<file path="src/rtl/sync_debounce.sv">
// rtl/sync_debounce.sv - glitch filter and edge detector for a synchronized serial bit
// A new level is accepted only after DebounceCycles consecutive enabled samples.
module sync_debounce #(
  parameter int unsigned DebounceCycles = 4,
  parameter bit          ResetValue     = 1'b0,
  parameter int unsigned CntWidth       = $clog2(DebounceCycles + 1)
) (
  input  logic clk_i,
  input  logic rst_ni,
  input  logic clr_i,
  input  logic en_i,
  input  logic serial_i,
  output logic level_o,
  output logic rise_o,
  output logic fall_o,
  output logic busy_o
);

  localparam logic [0:0] STABLE  = 1'b0;
  localparam logic [0:0] QUALIFY = 1'b1;

  localparam bit                  SingleCycle = (DebounceCycles == 1);
  localparam logic [CntWidth-1:0] CntLast     = CntWidth'(DebounceCycles - 1);
  localparam logic [CntWidth-1:0] CntOne      = CntWidth'(1);
  localparam logic [CntWidth-1:0] CntZero     = '0;

  if (DebounceCycles == 0) begin : g_bad_param
    $fatal(1, "sync_debounce: DebounceCycles must be >= 1");
  end

  logic [0:0]          state_q, state_d;
  logic [CntWidth-1:0] cnt_q, cnt_d;
  logic                level_q, level_d;
  logic                rise_q, rise_d;
  logic                fall_q, fall_d;
  logic                busy_q, busy_d;
  logic                differs;

  assign differs = (serial_i != level_q);

  always_comb begin
    state_d = state_q;
    cnt_d   = cnt_q;
    level_d = level_q;
    busy_d  = busy_q;
    rise_d  = 1'b0;
    fall_d  = 1'b0;

    if (en_i) begin
      case (state_q)
        STABLE: begin
          if (differs) begin
            if (SingleCycle) begin
              level_d = serial_i;
              rise_d  = serial_i;
              fall_d  = ~serial_i;
            end else begin
              state_d = QUALIFY;
              cnt_d   = CntOne;
              busy_d  = 1'b1;
            end
          end
        end

        QUALIFY: begin
          if (!differs) begin
            // Input fell back before the window closed: treat as a glitch.
            state_d = STABLE;
            cnt_d   = CntZero;
            busy_d  = 1'b0;
          end else if (cnt_q == CntLast) begin
            state_d = STABLE;
            cnt_d   = CntZero;
            busy_d  = 1'b0;
            level_d = serial_i;
            rise_d  = serial_i;
            fall_d  = ~serial_i;
          end else begin
            cnt_d = cnt_q + CntOne;
          end
        end

        default: begin
          state_d = STABLE;
          cnt_d   = CntZero;
          busy_d  = 1'b0;
        end
      endcase
    end
  end

  always_ff @(posedge clk_i) begin
    if (!rst_ni || clr_i) begin
      state_q <= STABLE;
      cnt_q   <= CntZero;
      level_q <= ResetValue;
      rise_q  <= 1'b0;
      fall_q  <= 1'b0;
      busy_q  <= 1'b0;
    end else begin
      state_q <= state_d;
      cnt_q   <= cnt_d;
      level_q <= level_d;
      rise_q  <= rise_d;
      fall_q  <= fall_d;
      busy_q  <= busy_d;
    end
  end

  assign level_o = level_q;
  assign rise_o  = rise_q;
  assign fall_o  = fall_q;
  assign busy_o  = busy_q;

endmodule
</file>
<file path="config.mk">
export PLATFORM = sky130hd
export DESIGN_NAME = sync_debounce
export DESIGN_NICKNAME = d
export VERILOG_FILES = /design/src/rtl/sync_debounce.sv
export SDC_FILE = /design/constraint.sdc
export NUM_CORES = 1
export LEC_CHECK = 0
export ABC_CLOCK_PERIOD_IN_PS = 1550
export BUFFER_PORTS_ARGS = -buffer_cell sky130_fd_sc_hd__buf_2
export CORE_AREA = 2 2 39 41
export CTS_CLUSTER_SIZE = 24
export DETAILED_ROUTE_END_ITERATION = 7
export DIE_AREA = 0 0 41 43
export GPL_TIMING_DRIVEN = 0
export SLEW_MARGIN = 20
export SYNTH_ARGS = -nofsm -noshare
export SYNTH_HDL_FRONTEND = slang
export SYNTH_SLANG_ARGS = --single-unit
export TNS_END_PERCENT = 5
</file>
<file path="constraint.sdc">
create_clock -name clk_i -period 1.55 [get_ports clk_i]
set_clock_uncertainty 0.2 [all_clocks]
set_input_delay 0.465 -clock clk_i [delete_from_list [all_inputs] [get_ports clk_i]]
set_output_delay 0.465 -clock clk_i [all_outputs]
set_load 0.005 [all_outputs]
</file>
# --- After elaboration in Yosys (flattened, before gate mapping) ---
# Index checks and enable logic that the tools add are counted.
# Widths: inputs -> output; s select.
classes:
  n_bitwise: 5
  reduce_logical: 6
  n_eq_ne: 4
  n_addsub: 1
  muxes: 12
ops:
  columns: ["operator", "n"]
  rows:
  - ["$mux 3", 3]
  - ["$mux 1", 6]
  - ["$pmux 3 s2", 1]
  - ["$not 1->1", 5]
  - ["$reduce_or 5->1", 1]
  - ["$pmux 1 s2", 2]
  - ["$reduce_and 4->1", 1]
  - ["$add 3x1->3 const B", 1]
  - ["$eq 3x2->1 const B", 1]
  - ["$ne 3x2->1 const B", 1]
  - ["$reduce_and 3->1", 1]
  - ["$ne 2x2->1 const B", 1]
  - ["$reduce_and 2->1", 1]
  - ["$logic_not 1->1", 1]
  - ["$logic_or 1x1->1", 1]
  - ["$ne 1x1->1", 1]
totals:
  elab_cells: 34
  regBits: 8

# --- Longest topological paths before layout ---
depth:
  word_depth: 4
  ltp_mapped: 4
  ltp_nobuf: 4

# --- Least setup slack after synthesis ---
# Ideal clock, no wire load.
synth_path:
  kind: "input to register"
  start: "input en_i"
  end: "register rise_q (netlist: rise_o)"
  slack_ns: 0.100
  t_required_ns: 1.270
  path_buffers: 1
  t_arrival_ns: 1.170
  cell_stages: 4
  path_cell_list: "buf_4 -> nand4b_1 -> or2_2 -> nor3b_1"
synth_between:
  elab_chain_len: 2
synth_lines:
  columns: ["element", "line_no", "rtl"]
  rows:
  - ["start, declared", "11", "input logic en_i,"]
  - ["$not 1->1 (no line)", null, null]
  - ["$reduce_or 5->1 (no line)", null, null]
  - ["end signal, assigned", "104", "rise_q <= rise_d;"]
  - ["end, declared", "34", "logic rise_q, rise_d;"]
# Every way passes these cells.
# A chain may end at the register's enable or synchronous reset.

# --- Worst setup path after layout ---
layout_path:
  start: "register level_q (netlist: level_o)"
  end: "output level_o"
layout_rtl:
  columns: ["element", "line_no", "rtl"]
  rows:
  - ["start, declared", "33", "logic level_q, level_d;"]
  - ["start signal, assigned", "96", "level_q <= ResetValue;"]
  - ["start signal, assigned", "103", "level_q <= level_d;"]
  - ["end, declared", "13", "output logic level_o,"]
# No word-level cell between the ends.

==> reports/results.ini <==
[route]
drc=0
num_vias=320
wirelength_um=717
first_pass_iters=4
final_antenna_net_count=0
routed_via_density=4.78
drt_iter0_markers=9
wire_per_inst_um=10.7

[sta]
worst_slew_pin_slew_ns=0.340
max_freq_ghz=0.672
slew_headroom=0.773
rsz0062_at_grt=false
totalNegativeSetupSlack_ns=0
finalMaxSlewViolations=0
finalCritPeriodShare=0.960
fin_ws_ns=0.0613
worst_hold_slack_ns=0.248
hold_viol_final=0
post-route-min-period_ns=1.49
setup_violations=0

[worst_hold_path]
hp-class=in -> reg
holdPathStages=2
min_from=serial_i
whs_endpoint=fall_o

[cts]
htree_levels=1
cts_root_buf=clkbuf_4
clock_latency_ns=0.25
cts.sinks=8
cts_buffers=3
tritoncts=done
clockBufferDepth=2
path_clk_slew_ns=0.05

[power_and_ir_drop]
seqPwrFrac=0.523
power.switching_mw=0.0904
p_per_area_nw_per_um2=830
internal-power_mw=0.312
leakage_nw=0.199
power_frac_clock=0.396
combPwrFrac=0.080
finalPower_mw=0.402
vdd_drop_max_mv=0.415
p_sw_frac=0.225

[logic_synthesis]
synth_simple_gate_area_frac=0.275
muxShareOfSynthArea=0.0253
yosys.area.top_type=dfxtp_1
synth_xor_area_frac=0.0411
synth_area_leaders=dfxtp_1 41%, nand3b_1 5.7%, nand2b_1 4.7%
avgSynthCellArea_um2=9.88
synth_top_family_by_area=simple AND/OR/NAND/NOR gates
synth-seq-cells=8
syn_nets=46
syn_inst=40
yosysUniqueCellTypes=23
syn_area_um2=395
synth_compound_gate_area_share=0.165
synthAdderAreaFrac=0.0316
seq_area_frac_synth=0.405
yosysTopAreaCellShare=0.405
yosysWarnings=0

[floorplanning]
design.die.area_um2=1760
io_pins=9
start_util=0.286
core_area_um2=1380
fp.dieH_um=43
fp.dieW_um=41
rows=14

[worst_setup_path]
worstReg2RegStart=cnt_q[0]
crit_buf_inv=1
crit_required_ns=0.88
reg2reg_depth=4
r2r_end=rise_o
slowest_delay_ns=0.42
end_kind=primary output
crit_fanout=5
crit_type=reg -> out
critPathLaunchType=register
crit_arrival_ns=0.82
cp_slowest_cell=dfxtp_1
cp_cell_sequence=buf_2
rrSetupSlack_ns=0.08
crit_family=flip-flops

[place]
dp_hpwl_um=494
dp_slack_ns=-0.108
port_buffers=7
placed_area_um2=450
gp_congestion=0.639
dpl.cell_count=63

[layout]
drive_above_1_share=0.373
antennaDiodeCount=0
stdcell_area_um2=484
area_growth_pct=22.5
fin_nets=59
final_util=0.350
fin_cells=67

[global_route]
grt-ovfl-total=0
grt_pass1_wl_um=1150
track_usage=0.0998
antenna_found_initial=0
grt_max_degree=11
grt_pass1_vias=283

[run]
drv_cap=0

[status]
status=complete, no violations

-- power groups by stage --
| stage | Combinational [mW] | Clock [mW] | Sequential (mW) |
|---|---|---|---|
| 2_1_floorplan | 0.0218 | 0 | 0.214 |
| 3_3_place_gp | 0.0321 | 0 | 0.215 |
| 3_5_place_dp | 0.0321 | 0 | 0.215 |
| 4_1_cts | 0.0321 | 0.166 | 0.210 |
| 5_1_grt | 0.0359 | 0.175 | 0.210 |
| 6_report | 0.0322 | 0.159 | 0.210 |
-- sequential cells by signal, summed over array words and instances, names as in the netlist --
register,cells
cnt_q,3
busy_o,1
fall_o,1
level_o,1
rise_o,1
state_q,1
-- Yosys cell counts, drive strengths merged --
cell type / number
nand4: 1
buf: 2
o21a: 1
nand3b: 4
nor3: 1
nand2b: 3
dfxtp: 8
a211oi: 1
o211a: 1
inv: 2
mux2i: 1
nand3: 1
a31oi: 2
a21oi: 3
nor2: 1
xor2: 1
nor3b: 2
nand4b: 1
a21boi: 1
ha: 1
or2: 1
nor2b: 1
-- logic make-up (layout without fill, tap and decap cells) --
kind of cell / after synthesis / after routing
buffers and inverters: 4 / 15
multiplexers: 1 / 1
flip-flops: 8 / 8
adder cells (fa/ha/maj): 1 / 1
AO/OA/AOI/OAI: 9 / 9
AND/OR/NAND/NOR: 16 / 16
XOR/XNOR: 1 / 1
-- routing by layer --
metal,GRT usage,vias to the layer above,share of wire
met3,0.0785,0,0.057
met1,0.127,144,0.51
met2,0.131,9,0.43
met4,0.0200,0,0
li1,-,167,-
met5,0,-,0
-- cell usage in the layout, fill, tap and decap left out, types with 2 or more instances in the layout --
master	netlist	routed
a31oi_1	2	2
buf_4	2	3
nand3b_1	3	3
inv_1	2	2
buf_2	0	7
nor3b_1	2	2
clkbuf_4	0	3
nand2b_1	3	3
dfxtp_1	8	7
a21oi_1	3	3
-- timing repair --
action | CTS | global route
setup buffers | 0 | 1
hold buffers | 0 | 0
gates resized for setup | 0 | 2
endpoints found under the setup margin | 0 | 2
-- worst max path at each step --
stage	start	to	slack [ns]	cells past startpoint
global route	level_o	level_o	0.01	1
CTS	cnt_q[1]	rise_o	0.03	4
global placement	clr_i	rise_o	-0.12	4
finish	level_o	level_o	0.06	1
floorplan	en_i	rise_o	0.10	4
detailed placement	clr_i	rise_o	-0.11	4
-- final cells by class --
cell class / instances / area [um^2]
timing repair buffer: 8 / 42.5
sequential: 8 / 161
fill: 148 / 900
inverter: 2 / 7.51
clock buffer: 3 / 22.5
buffer: 2 / 15.0
tap: 16 / 20.0
multi-input combinational: 28 / 215
Note: power is estimated with default switching activity, not from simulation.
